$ cat config.mk
export PLATFORM = sky130hd
export DESIGN_NAME = hilo_divider_flat
export DESIGN_NICKNAME = d
export VERILOG_FILES = /design/src/rtl/hilo_divider_if.sv /design/src/rtl/hilo_divider.sv /design/src/flat_wrapper.sv
export SDC_FILE = /design/constraint.sdc
export NUM_CORES = 1
export LEC_CHECK = 0
export BUFFER_PORTS_ARGS = -buffer_cell sky130_fd_sc_hd__buf_2
export CAP_MARGIN = 25
export CORE_ASPECT_RATIO = 0.5
export CORE_MARGIN = 2
export CORE_UTILIZATION = 54
export DETAILED_ROUTE_END_ITERATION = 12
export GPL_TIMING_DRIVEN = 0
export PLACE_DENSITY_LB_ADDON = 0.3
export SYNTH_ARGS = -nofsm -noshare
export SYNTH_HDL_FRONTEND = slang
export SYNTH_SLANG_ARGS = --single-unit
export TNS_END_PERCENT = 1
$ cat constraint.sdc
create_clock -name clk -period 3.13 [get_ports clk]
set_clock_uncertainty 0.05 [all_clocks]
set_input_delay 0 -clock clk [delete_from_list [all_inputs] [get_ports clk]]
set_output_delay 0 -clock clk [all_outputs]
set_load 0.005 [all_outputs]
$ cat src/rtl/hilo_divider_if.sv
// Start/done handshake and operand/result bus for the Hi/Lo divider.
interface hilo_divider_if #(
  parameter int unsigned WIDTH = 32
);
  logic             start;
  logic             Sign;
  logic [WIDTH-1:0] A;
  logic [WIDTH-1:0] B;
  logic             busy;
  logic             done;
  logic             div_by_zero;
  logic [WIDTH-1:0] Hi_out;
  logic [WIDTH-1:0] Lo_out;

  modport master (
    output start, Sign, A, B,
    input  busy, done, div_by_zero, Hi_out, Lo_out
  );

  modport slave (
    input  start, Sign, A, B,
    output busy, done, div_by_zero, Hi_out, Lo_out
  );
endinterface

$ cat src/rtl/hilo_divider.sv
// Multi-cycle radix-2 restoring divider: Lo = quotient, Hi = remainder (MIPS DIV/DIVU).
module hilo_divider #(
  parameter int unsigned WIDTH = 32
) (
  input  logic           clk,
  input  logic           rst_n,
  hilo_divider_if.slave  bus
);

  localparam int unsigned CW = 6;
  localparam logic [CW-1:0] LAST_ITER = CW'(WIDTH - 1);

  typedef enum logic [1:0] {S_IDLE, S_CALC, S_FIX, S_DONE} state_t;

  state_t           state_q;
  logic [WIDTH-1:0] quo_q;
  logic [WIDTH-1:0] b_q;
  logic [WIDTH:0]   rem_q;
  logic [CW-1:0]    cnt_q;
  logic             q_neg_q;
  logic             r_neg_q;
  logic             busy_q;
  logic             done_q;
  logic             dbz_q;
  logic [WIDTH-1:0] hi_q;
  logic [WIDTH-1:0] lo_q;

  logic             accept;
  logic             a_neg;
  logic             b_neg;
  logic [WIDTH-1:0] a_mag;
  logic [WIDTH-1:0] b_mag;
  logic [WIDTH+1:0] rem_shift;
  logic [WIDTH+1:0] trial;
  logic             trial_ok;
  logic [WIDTH:0]   rem_d;
  logic [WIDTH-1:0] quo_d;

  // Operand magnitudes and one restoring-division step.
  always_comb begin
    accept    = bus.start && ((state_q == S_IDLE) || (state_q == S_DONE));
    a_neg     = bus.Sign & bus.A[WIDTH-1];
    b_neg     = bus.Sign & bus.B[WIDTH-1];
    a_mag     = a_neg ? (~bus.A + WIDTH'(1)) : bus.A;
    b_mag     = b_neg ? (~bus.B + WIDTH'(1)) : bus.B;
    rem_shift = {rem_q, quo_q[WIDTH-1]};
    trial     = rem_shift - {2'b00, b_q};
    trial_ok  = ~trial[WIDTH+1];
    rem_d     = trial_ok ? trial[WIDTH:0] : rem_shift[WIDTH:0];
    quo_d     = {quo_q[WIDTH-2:0], trial_ok};
  end

  // Control FSM with datapath registers and registered outputs.
  always_ff @(posedge clk or negedge rst_n) begin
    if (!rst_n) begin
      state_q <= S_IDLE;
      quo_q   <= '0;
      b_q     <= '0;
      rem_q   <= '0;
      cnt_q   <= '0;
      q_neg_q <= 1'b0;
      r_neg_q <= 1'b0;
      busy_q  <= 1'b0;
      done_q  <= 1'b0;
      dbz_q   <= 1'b0;
      hi_q    <= '0;
      lo_q    <= '0;
    end else begin
      case (state_q)
        S_IDLE, S_DONE: begin
          done_q <= 1'b0;
          busy_q <= 1'b0;
          if (accept) begin
            if (bus.B == '0) begin
              lo_q    <= '1;
              hi_q    <= bus.A;
              dbz_q   <= 1'b1;
              done_q  <= 1'b1;
              state_q <= S_DONE;
            end else begin
              quo_q   <= a_mag;
              b_q     <= b_mag;
              rem_q   <= '0;
              cnt_q   <= '0;
              q_neg_q <= bus.Sign & (bus.A[WIDTH-1] ^ bus.B[WIDTH-1]);
              r_neg_q <= a_neg;
              busy_q  <= 1'b1;
              state_q <= S_CALC;
            end
          end else begin
            state_q <= S_IDLE;
          end
        end
        S_CALC: begin
          rem_q <= rem_d;
          quo_q <= quo_d;
          cnt_q <= cnt_q + CW'(1);
          if (cnt_q == LAST_ITER) begin
            state_q <= S_FIX;
          end
        end
        S_FIX: begin
          lo_q    <= q_neg_q ? (~quo_q + WIDTH'(1)) : quo_q;
          hi_q    <= r_neg_q ? (~rem_q[WIDTH-1:0] + WIDTH'(1)) : rem_q[WIDTH-1:0];
          dbz_q   <= 1'b0;
          done_q  <= 1'b1;
          busy_q  <= 1'b0;
          state_q <= S_DONE;
        end
        default: state_q <= S_IDLE;
      endcase
    end
  end

  assign bus.busy        = busy_q;
  assign bus.done        = done_q;
  assign bus.div_by_zero = dbz_q;
  assign bus.Hi_out      = hi_q;
  assign bus.Lo_out      = lo_q;

endmodule

$ cat src/flat_wrapper.sv
// flat-port wrapper written by rule: the top's interface ports become plain ports
module hilo_divider_flat 
#(
  parameter int unsigned WIDTH = 32
)
  (clk, rst_n, bus_start, bus_Sign, bus_A, bus_B, bus_busy, bus_done, bus_div_by_zero, bus_Hi_out, bus_Lo_out);
  hilo_divider_if #(.WIDTH(WIDTH)) bus_i ();
  input  logic clk;
  input  logic rst_n;
  input wire logic [$bits(bus_i.start)-1:0] bus_start;
  input wire logic [$bits(bus_i.Sign)-1:0] bus_Sign;
  input wire logic [$bits(bus_i.A)-1:0] bus_A;
  input wire logic [$bits(bus_i.B)-1:0] bus_B;
  output wire logic [$bits(bus_i.busy)-1:0] bus_busy;
  output wire logic [$bits(bus_i.done)-1:0] bus_done;
  output wire logic [$bits(bus_i.div_by_zero)-1:0] bus_div_by_zero;
  output wire logic [$bits(bus_i.Hi_out)-1:0] bus_Hi_out;
  output wire logic [$bits(bus_i.Lo_out)-1:0] bus_Lo_out;
  assign bus_i.start = bus_start;
  assign bus_i.Sign = bus_Sign;
  assign bus_i.A = bus_A;
  assign bus_i.B = bus_B;
  assign bus_busy = bus_i.busy;
  assign bus_done = bus_i.done;
  assign bus_div_by_zero = bus_i.div_by_zero;
  assign bus_Hi_out = bus_i.Hi_out;
  assign bus_Lo_out = bus_i.Lo_out;
  hilo_divider #(.WIDTH(WIDTH)) u_core (.clk(clk), .rst_n(rst_n), .bus(bus_i));
endmodule
==> run_results.csv, run 1 <==
group,metric,value,unit
sta,finalCritPeriodShare,1.05,
yosys,ys_warn_count,0,
floorplanning,fp.dieH,107,um
power_and_ir_drop,p_leak,6.25,nW
layout,utilization,0.703,
power_and_ir_drop,power_density,1190,mW/mm^2
sta,slew_viol_final,0,
drt,detail_route.wl_per_cell,19.4,um
drt,dr.pass1.iters,6,
global_route,track_usage,0.327,
place,place_congestion,0.933,
yosys,netlist_instances,1355,
layout,n_fill_cell,1597,
clocking,htreeDepth,4,
sta,finalHoldViolCount,0,
global_route,grt_first_pass_wirelength,57600,um
sta,rsz0062_at_grt,"true",
floorplanning,io_pins,135,
sta,setup_slack,-145,ps
sta,setup_viol,13,
drt,viasPerCell,6.10,
worst_hold_path,min_path_type,"in -> reg",
yosys,synth_top_area_frac,0.379,
yosys,synth_fp_nets,1464,
layout,fin_cells,1886,
drt,route.vias.total,11504,
place,numPortBuffers,134,
yosys,synthArstFlopShare,1.00,
clocking,clockBufferDepth,2,
yosys,yosys-top-cells-area,"dfrtp_1 (38%), xor2_1 (6.4%), o21ai_0 (5.9%)",
yosys,synthFlopType,"dfrtp_1",
drt,ant_nets,0,
place,pre_cts_slack,-1070,ps
floorplanning,start_util,0.554,
place,dp_hpwl,26200,um
sta,worst_slew_pin_slew,911,ps
yosys,yosys_register_bits,174,
yosys,yosysTopAreaCell,"dfrtp_1",
clocking,cts_inserted_buffers,17,
setup_path,cp-end-kind,"register",
drt,drtIter0Drc,1111,
power_and_ir_drop,power,17.3,mW
setup_path,required,3450,ps
setup_path,cp_max_fo,4,
setup_path,crit_type,"reg -> reg",
floorplanning,core,0.0207,mm^2
drt,routed_wl,36500,um
global_route,grt-ovfl-total,0,
yosys,synth_area,0.0115,mm^2
yosys,synth_cell_types,63,
layout,areaGrowthSynthToFinish,26.8,%
clocking,clockRootBuffer,"clkbuf_16",
outcome,status,"finished, violations left",
global_route,grt_max_degree,90,
clocking,cts_tree,"built",
clocking,cts.sink_count,174,
sta,fmax,305,MHz
job,drv_cap,0,
power_and_ir_drop,irDropWorstVdd,509,uV
clocking,insertion_delay,440,ps
drt,remaining_drc_errors,0,
floorplanning,fp-row-count,37,
layout,nets,1708,
floorplanning,die-width,210,um
outcome,violations,"setup timing",
global_route,antenna_found_initial,0,
sta,finalCriticalPeriod,3280,ps
global_route,grt_pass1_vias,11274,
yosys,synth_seq_area_share,0.379,
place,dp_cells,1763,
sta,max_slew_margin,0.393,
setup_path,start_kind,"register",
layout,drive_gt1_frac,0.174,
setup_path,arrival,3600,ps
yosys,avgSynthCellArea,8.47,um^2
clocking,path_clk_slew,70,ps
yosys,synth_edf_count,0,
floorplanning,die_area,0.0225,mm^2
==> worst max-delay path: stages (launching register included) <==
cell,delay [ps]
dfrtp_2,410
or4_4,540
or3_4,350
or3_4,350
or3_4,350
or3_4,390
o31ai_2,320
xnor2_1,180
mux2i_1,120
o21ai_1,160
==> layout by cell type (no fill, tap or decap), drive strengths merged, types with 35 or more instances in the layout <==
cell type    instances
xor2                84
buf                166
dlygate4sd3         74
dfrtp              174
inv                 62
nand2              167
o21ai              144
xnor2               65
mux2i               35
nor2               132
clkbuf              74
a21oi               79
ha                  40
==> per-stage QoR <==
stage	instance area, um^2	TNS (ps)	hold slack (ps)
final	14600	-904	31.4
after global routing	14600	-6720	33.5
after CTS	14400	-531	11.8
after detailed placement	12600	-111240	1.04
after global placement	12500	-211930	269
after floorplan	11500	-34.8	-346
==> kinds of logic (layout without fill, tap and decap cells) <==
family                     Yosys count  in the layout  share of synthesized area
AOI/OAI and AO/OA                  414            414                      0.224
xor gates and xnor gates           149            149                      0.114
adders and majority gates           41             41                     0.0454
buffers and inverters              128            385                     0.0430
DFF                                174            174                      0.379
muxes                               36             36                     0.0315
other                                0              1                          0
and+or+nand+nor                    413            413                      0.163
==> layout make-up <==
cell class / count / area [um^2] / area share
Multi-Input combinational cell: 1053 / 7060 / 0.485
Clock inverter: 15 / 225 / 0.0155
Clock buffer: 17 / 425 / 0.0292
Tap cell: 273 / 342 / 0.0235
Buffer: 71 / 345 / 0.0237
Timing Repair Buffer: 226 / 1580 / 0.109
Antenna cell: 1 / 2.50 / 0.000172
Sequential cell: 174 / 4370 / 0.300
Inverter: 56 / 210 / 0.0144
==> routing by layer <==
layer,global-route usage,part of all wire,vias up
met4,0.131,0.030,0
met2,0.538,0.46,583
met3,0.0647,0.085,111
li1,-,-,5323
met5,0,0,-
met1,0.428,0.42,5487
==> synth_stat cells, types with 3 or more instances <==
| library cell | number |
|---|---|
| o21a_1 | 5 |
| nor4_1 | 9 |
| buf_2 | 10 |
| or3_1 | 22 |
| a221o_1 | 4 |
| nand3_1 | 10 |
| o41ai_1 | 16 |
| o21ai_1 | 8 |
| dfrtp_1 | 174 |
| clkbuf_1 | 60 |
| a22o_1 | 3 |
| o31ai_1 | 31 |
| or4_1 | 18 |
| a21oi_1 | 79 |
| mux2i_1 | 35 |
| a211oi_1 | 10 |
| o21ai_0 | 136 |
| o22a_1 | 6 |
| nor2b_1 | 8 |
| a21o_1 | 21 |
| nor3_1 | 10 |
| ha_1 | 40 |
| nor3b_1 | 3 |
| a21boi_0 | 3 |
| xor2_1 | 84 |
| o211ai_1 | 9 |
| inv_1 | 56 |
| nand4_1 | 8 |
| a31oi_1 | 29 |
| and2_1 | 5 |
| o22ai_1 | 31 |
| xnor2_1 | 65 |
| nor2_1 | 132 |
| nand2_1 | 167 |
| or3_4 | 3 |
| nand2b_1 | 7 |
==> report_power, final <==
group	leakage, nW	total [mW]	internal [mW]	switching [mW]
sequential	2.04	4.33	3.28	1.05
clock	0.314	2.37	1.37	1.01
combinational	3.90	10.6	4.34	6.30
==> final timing paths <==
| kind | startpoint | endpoint | slack (ps) | depth (start not counted) |
|---|---|---|---|---|
| worst min register to register | u_core.b_q[31]$_DFFE_PN0P_ | u_core.b_q[31]$_DFFE_PN0P_ | 430 | 2 |
| worst max-delay path | u_core.rem_q[10]$_DFFE_PN0P_ | u_core.bus.Hi_out[30]$_DFFE_PN0P_ | -150 | 9 |
| min in group asynchronous | rst_n | u_core.rem_q[5]$_DFFE_PN0P_ | 120 | 2 |
| max in group asynchronous | rst_n | u_core.quo_q[8]$_DFFE_PN0P_ | 2030 | 3 |
| worst max register to register | u_core.rem_q[10]$_DFFE_PN0P_ | u_core.bus.Hi_out[30]$_DFFE_PN0P_ | -150 | 9 |
| worst min-delay path | bus_B[9] | u_core.b_q[11]$_DFFE_PN0P_ | 30 | 5 |
==> repair_timing <==
item,4_1_cts,5_1_grt
setup buffers,15,2
pin swaps,22,4
hold buffers,74,0
endpoints found under the hold margin,186,0
endpoints found under the setup margin,120,108
gates resized for setup,67,42
==> sequential cells by signal, indices dropped and copies added (netlist names), 2 cells and up <==
| name | count |
|---|---|
| u_core.rem_q | 33 |
| u_core.state_q | 2 |
| u_core.bus.Hi_out | 32 |
| u_core.b_q | 32 |
| u_core.cnt_q | 6 |
| u_core.quo_q | 32 |
| u_core.bus.Lo_out | 32 |
(Power assumes the default switching activity.)
==> run 2, diff against run 1 <==
--- a/config.mk
+++ b/config.mk
@@ -8,8 +8,9 @@
 export BUFFER_PORTS_ARGS = -buffer_cell sky130_fd_sc_hd__buf_2
 export CAP_MARGIN = 25
 export CORE_ASPECT_RATIO = 0.5
-export CORE_MARGIN = 2
+export CORE_MARGIN = 5
 export CORE_UTILIZATION = 54
+export CTS_BUF_LIST = sky130_fd_sc_hd__clkbuf_16
 export DETAILED_ROUTE_END_ITERATION = 12
 export GPL_TIMING_DRIVEN = 0
 export PLACE_DENSITY_LB_ADDON = 0.3
==> run 2 against run 1 <==
Effect of this change: first-iteration DRC count is 0.54% lower; clock power shrank 5%; clock-buffer cell count did not move; highest routed layer unchanged; the flow still finishes with violations (setup timing); die area up 8.6%; cell area rose by 0.50%; maximum frequency decreased by 5.0%; critical path depth up 4; sequential share of layout area decreased by 0.11 points.
==> run_results.csv, run 2 (synthesized netlist as in run 1, its figures left out) <==
group,metric,value,unit
outcome,status,"finished, violations left",
outcome,violations,"setup timing",
setup_path,cp_max_fo,10,
floorplanning,start_util,0.553,
sta,rsz0062_at_grt,"true",
setup_path,crit_type,"reg -> reg",
sta,finalCriticalPeriod,3450,ps
drt,detail_route.wl_per_cell,19.6,um
global_route,grt_pass1_vias,11339,
clocking,insertion_delay,470,ps
setup_path,start_kind,"register",
clocking,htreeDepth,4,
global_route,grt-ovfl-total,0,
floorplanning,die_area,0.0244,mm^2
floorplanning,fp-row-count,37,
floorplanning,die-width,216,um
sta,worst_slew_pin_slew,821,ps
layout,drive_gt1_frac,0.182,
layout,largest_reg_flops,33,
layout,top_register,"u_core.rem_q",
power_and_ir_drop,irDropWorstVdd,516,uV
place,dp_hpwl,26600,um
sta,finalHoldViolCount,0,
floorplanning,io_pins,135,
power_and_ir_drop,power,17.3,mW
clocking,path_clk_slew,70,ps
setup_path,cp-end-kind,"register",
floorplanning,fp.dieH,113,um
global_route,track_usage,0.297,
setup_path,required,3400,ps
layout,areaGrowthSynthToFinish,27.5,%
drt,ant_nets,0,
drt,route.vias.total,11501,
clocking,clockBufferDepth,2,
sta,max_slew_margin,0.453,
global_route,grt_max_degree,90,
sta,slew_viol_final,0,
layout,nets,1715,
power_and_ir_drop,power_density,1190,mW/mm^2
floorplanning,core,0.0207,mm^2
sta,fmax,290,MHz
job,drv_cap,0,
sta,setup_slack,-317,ps
place,placed_area,0.0126,mm^2
drt,viasPerCell,6.08,
setup_path,arrival,3720,ps
drt,dr.pass1.iters,8,
layout,final_cell_mix,"nand2_1 (166), dfrtp_1 (160), buf_2 (136)",
power_and_ir_drop,p_leak,6.24,nW
sta,finalCritPeriodShare,1.10,
sta,setup_viol,44,
place,place_congestion,0.975,
worst_hold_path,min_path_type,"in -> reg",
layout,final_common_cell,"nand2_1",
clocking,cts.sink_count,174,
place,numPortBuffers,134,
drt,routed_wl,37000,um
clocking,cts_inserted_buffers,17,
global_route,grt_first_pass_wirelength,58300,um
global_route,antenna_found_initial,3,
layout,final_cell_area,0.0146,mm^2
drt,remaining_drc_errors,0,
clocking,cts_tree,"built",
clocking,clockRootBuffer,"clkbuf_16",
drt,drtIter0Drc,1105,
run 2: cell types whose count changed in the layout (fill, tap and decap cells not counted), moves of 3 or more:
| cell | before | now |
|---|---|---|
| dfrtp_1 | 165 | 160 |
| clkbuf_4 | 1 | 5 |
| dlygate4sd3_1 | 74 | 78 |
| dfrtp_2 | 9 | 14 |
| clkinvlp_4 | 1 | 4 |
| ha_2 | 3 | 6 |
| buf_2 | 140 | 136 |
| o31ai_2 | 3 | 6 |
| buf_4 | 16 | 20 |
run 2: worst paths after layout:
path	from	to	slack [ps]	cells after the start
max	u_core.rem_q[18]$_DFFE_PN0P_	u_core.rem_q[5]$_DFFE_PN0P_	-320	13
min	bus_B[0]	u_core.b_q[3]$_DFFE_PN0P_	10	5
max reg2reg	u_core.rem_q[18]$_DFFE_PN0P_	u_core.rem_q[5]$_DFFE_PN0P_	-320	13
min reg2reg	u_core.bus.Hi_out[29]$_DFFE_PN0P_	u_core.bus.Hi_out[29]$_DFFE_PN0P_	420	1
max in group asynchronous	rst_n	u_core.quo_q[8]$_DFFE_PN0P_	2070	3
min in group asynchronous	rst_n	u_core.b_q[6]$_DFFE_PN0P_	90	2
run 2: report_power, final:
group          switching (mW)  internal, mW  total [mW]  leakage [nW]
Combinational            6.33          4.45        10.8          3.92
Clock                   0.975          1.26        2.24         0.286
Sequential               1.04          3.28        4.32          2.03
run 2: routing by layer:
metal / track usage / wire length (um) / share of wire / vias up
li1: - / - / - / 5330
met1: 0.393 / 15800 / 0.43 / 5465
met2: 0.489 / 17000 / 0.46 / 572
met3: 0.0478 / 2920 / 0.079 / 134
met4: 0.130 / 1340 / 0.036 / 0
met5: 0 / 0 / 0 / -
run 2: worst max-delay path, stage by stage, from the launching register on:
cell and delay, ps:
dfrtp_2 480, ha_4 350, nand4_1 230, nor4_2 320, inv_1 130, a2111oi_4 400
nor3_2 110, o211ai_1 190, buf_4 180, xor2_4 160, buf_6 180, buf_12 160
mux2i_1 240, o21ai_0 130
run 2: final cells by class:
class	count	area [um^2]
clock inverters	15	184
inverters	56	213
multi-input cells	1053	7060
repair buffers	235	1690
well taps	273	342
diodes	1	2.50
plain buffers	69	337
fillers	1619	6110
flip-flops and latches	174	4370
clock buffers	17	425
run 2: metrics by stage:
| stage | TNS, ps | instances | hold slack [ps] | setup slack [ps] | util |
|---|---|---|---|---|---|
| detailed placement | -108940 | 1763 | 1.64 | -1060 | 0.606 |
| floorplan | -34.8 | 1355 | -346 | -15.9 | - |
| CTS | -3370 | 1885 | 6.78 | -148 | 0.691 |
| global placement | -214660 | 1762 | 263 | -1060 | 0.604 |
| finish | -7250 | 1893 | 12.8 | -317 | 0.705 |
| global route | -11190 | 1893 | 44.8 | -414 | 0.705 |
run 2: timing repair:
| action | in CTS | in global routing |
|---|---|---|
| cloned | 0 | 1 |
| endpoints found under the setup margin | 120 | 129 |
| setup buffers | 13 | 8 |
| hold endpoints to repair | 185 | 0 |
| hold buffers | 78 | 0 |
| gates resized for setup | 60 | 68 |
| pin swaps | 23 | 28 |
==> run 3, diff against run 2 <==
--- a/config.mk
+++ b/config.mk
@@ -9,11 +9,10 @@
 export CAP_MARGIN = 25
 export CORE_ASPECT_RATIO = 0.5
 export CORE_MARGIN = 5
-export CORE_UTILIZATION = 54
+export CORE_UTILIZATION = 60
 export CTS_BUF_LIST = sky130_fd_sc_hd__clkbuf_16
 export DETAILED_ROUTE_END_ITERATION = 12
-export GPL_TIMING_DRIVEN = 0
-export PLACE_DENSITY_LB_ADDON = 0.3
+export PLACE_DENSITY = 0.82
 export SYNTH_ARGS = -nofsm -noshare
 export SYNTH_HDL_FRONTEND = slang
 export SYNTH_SLANG_ARGS = --single-unit
==> constraint.sdc (replaced) <==
create_clock -name clk -period 3.25 [get_ports clk]
set_clock_uncertainty 0.05 [all_clocks]
set_input_delay 0 -clock clk [delete_from_list [all_inputs] [get_ports clk]]
set_output_delay 0 -clock clk [all_outputs]
set_load 0.005 [all_outputs]
==> run 3 against run 2 <==
Effect of this change: the run still ends with setup timing left; cell count fell by 0.79%; critical path depth fell by 4; routed wire length fell by 5.1%; global-route usage rose by 1.4 points; clock-buffer cell count did not move; register-to-register slack improved by 240 ps; utilization rose by 8.7 points; total power fell by 3.8%; sequential power fell by 5.8%; sequential share of layout area fell by 0.37 points; critical path type unchanged; critical endpoint is now u_core.bus.Hi_out[28]$_DFFE_PN0P_.
==> run_results.csv, run 3 (synthesized netlist as in run 1, its figures left out) <==
group,metric,value,unit
layout,areaGrowthSynthToFinish,28.6,%
drt,drtIter0Drc,908,
setup_path,r2r_end,"u_core.bus.Hi_out[28]$_DFFE_PN0P_",
global_route,grt-ovfl-total,0,
worst_hold_path,hold_end,"u_core.b_q[3]$_DFFE_PN0P_",
global_route,grt_pass1_vias,10695,
worst_hold_path,hold_depth,5,
power_and_ir_drop,combPwrFrac,0.628,
power_and_ir_drop,clkPwrFrac,0.129,
power_and_ir_drop,power_density,1130,mW/mm^2
drt,dr.pass1.iters,5,
drt,remaining_drc_errors,0,
floorplanning,io_pins,135,
global_route,grt_max_degree,83,
setup_path,r2r_cells,9,
layout,nets,1715,
power_and_ir_drop,switching_share,0.471,
setup_path,arrival,3580,ps
floorplanning,die-width,206,um
setup_path,critPathSlowestCell,"or4_4",
clocking,cts_inserted_buffers,17,
layout,largest_reg_flops,33,
setup_path,crit_start,"u_core.rem_q[8]$_DFFE_PN0P_",
layout,antennaDiodeCount,0,
place,place_congestion,0.958,
clocking,clockRootBuffer,"clkbuf_16",
sta,finalCriticalPeriod,3330,ps
setup_path,r2r_setup_slack,-80,ps
layout,top_register,"u_core.rem_q",
setup_path,crit_type,"reg -> reg",
setup_path,cp-end-kind,"register",
setup_path,rr_startpoint,"u_core.rem_q[8]$_DFFE_PN0P_",
sta,worst_slew_pin_slew,1070,ps
place,numPortBuffers,134,
global_route,grt-busiest-layer,"met2",
sta,setup_viol,4,
global_route,grt_first_pass_wirelength,55300,um
sta,setup_slack,-75.8,ps
power_and_ir_drop,p_seq_frac,0.244,
floorplanning,core,0.0186,mm^2
global_route,antenna_found_initial,1,
clocking,insertion_delay,440,ps
sta,slew_viol_final,0,
global_route,track_usage,0.311,
sta,max_slew_margin,0.286,
setup_path,path_delay_family,"simple AND/OR/NAND/NOR gates",
layout,n_fill_cell,1212,
global_route,grt_use_met3,0.0747,
drt,ant_nets,0,
power_and_ir_drop,p_leak,6.47,nW
job,drv_cap,0,
outcome,status,"finished, violations left",
setup_path,required,3510,ps
layout,drive_gt1_frac,0.206,
layout,final_cell_mix,"dfrtp_1 (174), nand2_1 (164), buf_2 (133)",
setup_path,cp_max_fo,4,
layout,final_common_cell,"dfrtp_1",
drt,route.vias.total,11374,
power_and_ir_drop,power_switching,7.87,mW
setup_path,cpMostUsedCell,"or3_4",
place,pre_cts_slack,-46.0,ps
outcome,violations,"setup timing",
clocking,cts.sink_count,174,
setup_path,worstPathBufferInverterCount,0,
floorplanning,die_area,0.0222,mm^2
global_route,met2_usage,0.494,
floorplanning,fp-row-count,35,
drt,routed_wl,35200,um
floorplanning,fp.dieH,108,um
global_route,use_met1,0.431,
drt,detail_route.wl_per_cell,18.7,um
clocking,htreeDepth,4,
power_and_ir_drop,p_int,8.82,mW
power_and_ir_drop,irDropWorstVdd,603,uV
clocking,cts_tree,"built",
drt,viasPerCell,6.06,
sta,rsz0062_at_grt,"true",
clocking,clockBufferDepth,2,
worst_hold_path,worstHoldStart,"bus_B[0]",
setup_path,cp_slowest_stage_delay,520,ps
sta,finalCritPeriodShare,1.02,
layout,fin_cells,1878,
setup_path,crit_path_cell_trace,"or4_4 -> or3_4 -> or3_4 -> or3_4 -> or3_4 -> o41ai_4 -> xnor2_1 -> mux2i_1 -> o21ai_1",
place,dp_hpwl,24400,um
place,dp_cells,1765,
floorplanning,start_util,0.616,
setup_path,start_kind,"register",
worst_hold_path,min_path_type,"in -> reg",
sta,fmax,301,MHz
sta,finalHoldViolCount,0,
clocking,path_clk_slew,80,ps
run 3: cell count changes in the layout (fill, tap and decap cells not counted), moves of 14 or more:
cell,delta
buf_4,+67
dfrtp_2,-14
clkbuf_1,-49
dfrtp_1,+14
run 3: worst register-to-register path, delay by kind of cell, from the launching register on:
| kind | cells | cell delay (ps) |
|---|---|---|
| XOR/XNOR | 1 | 120 |
| AO/OA/AOI/OAI | 2 | 350 |
| flip-flops | 1 | 390 |
| multiplexers | 1 | 230 |
| AND/OR/NAND/NOR | 5 | 2050 |
run 3: worst max path at each step:
stage / depth (start not counted) / to
final: 9 / u_core.bus.Hi_out[28]$_DFFE_PN0P_
after global routing: 9 / u_core.bus.Hi_out[24]$_DFFE_PN0P_
after CTS: 13 / u_core.rem_q[7]$_DFFE_PN0P_
after detailed placement: 13 / u_core.rem_q[5]$_DFFE_PN0P_
after global placement: 14 / u_core.rem_q[24]$_DFFE_PN0P_
after floorplan: 12 / u_core.rem_q[10]$_DFFE_PN0P_
run 3: layout make-up:
class	count	area, um^2	share of cell area
flip-flops and latches	174	4350	0.295
inverters	56	210	0.0142
clock buffers	17	425	0.0288
repair buffers	304	2240	0.152
well taps	259	324	0.0220
multi-input cells	1053	7000	0.475
clock inverters	15	194	0.0131
run 3: stage by stage:
stage | hold WS (ps) | util | cell area [um^2] | power [mW] | setup TNS, ps
floorplan | -346 | - | 11500 | 10.2 | -532
global placement | 31.4 | 0.696 | 13000 | 13.2 | 0
detailed placement | 40.7 | 0.697 | 13000 | 13.5 | -227
CTS | 4.53 | 0.773 | 14400 | 15.9 | -212
global route | 30.6 | 0.793 | 14800 | 17.9 | -1790
finish | 10.6 | 0.793 | 14800 | 16.7 | -188
run 3: power groups by stage:
stage / logic, mW / clock network (mW) / registers, mW
finish: 10.5 / 2.14 / 4.07
global route: 11.4 / 2.25 / 4.17
CTS: 9.75 / 2.15 / 3.98
detailed placement: 9.47 / 0 / 4.01
global placement: 9.20 / 0 / 3.96
floorplan: 6.38 / 0 / 3.86
run 3: routing by layer:
metal,vias up,wire length [um]
met5,-,13
met4,2,752
met3,73,2930
met2,518,16200
met1,5445,15200
li1,5336,-
run 3: repair_timing:
item                                    4_1_cts  5_1_grt
endpoints found under the setup margin       26      111
hold buffers                                 73        0
setup buffers                                 1        5
gates cloned                                  1        1
endpoints found under the hold margin       174        0
pin swaps                                     2       19
gates resized for setup                       7       63
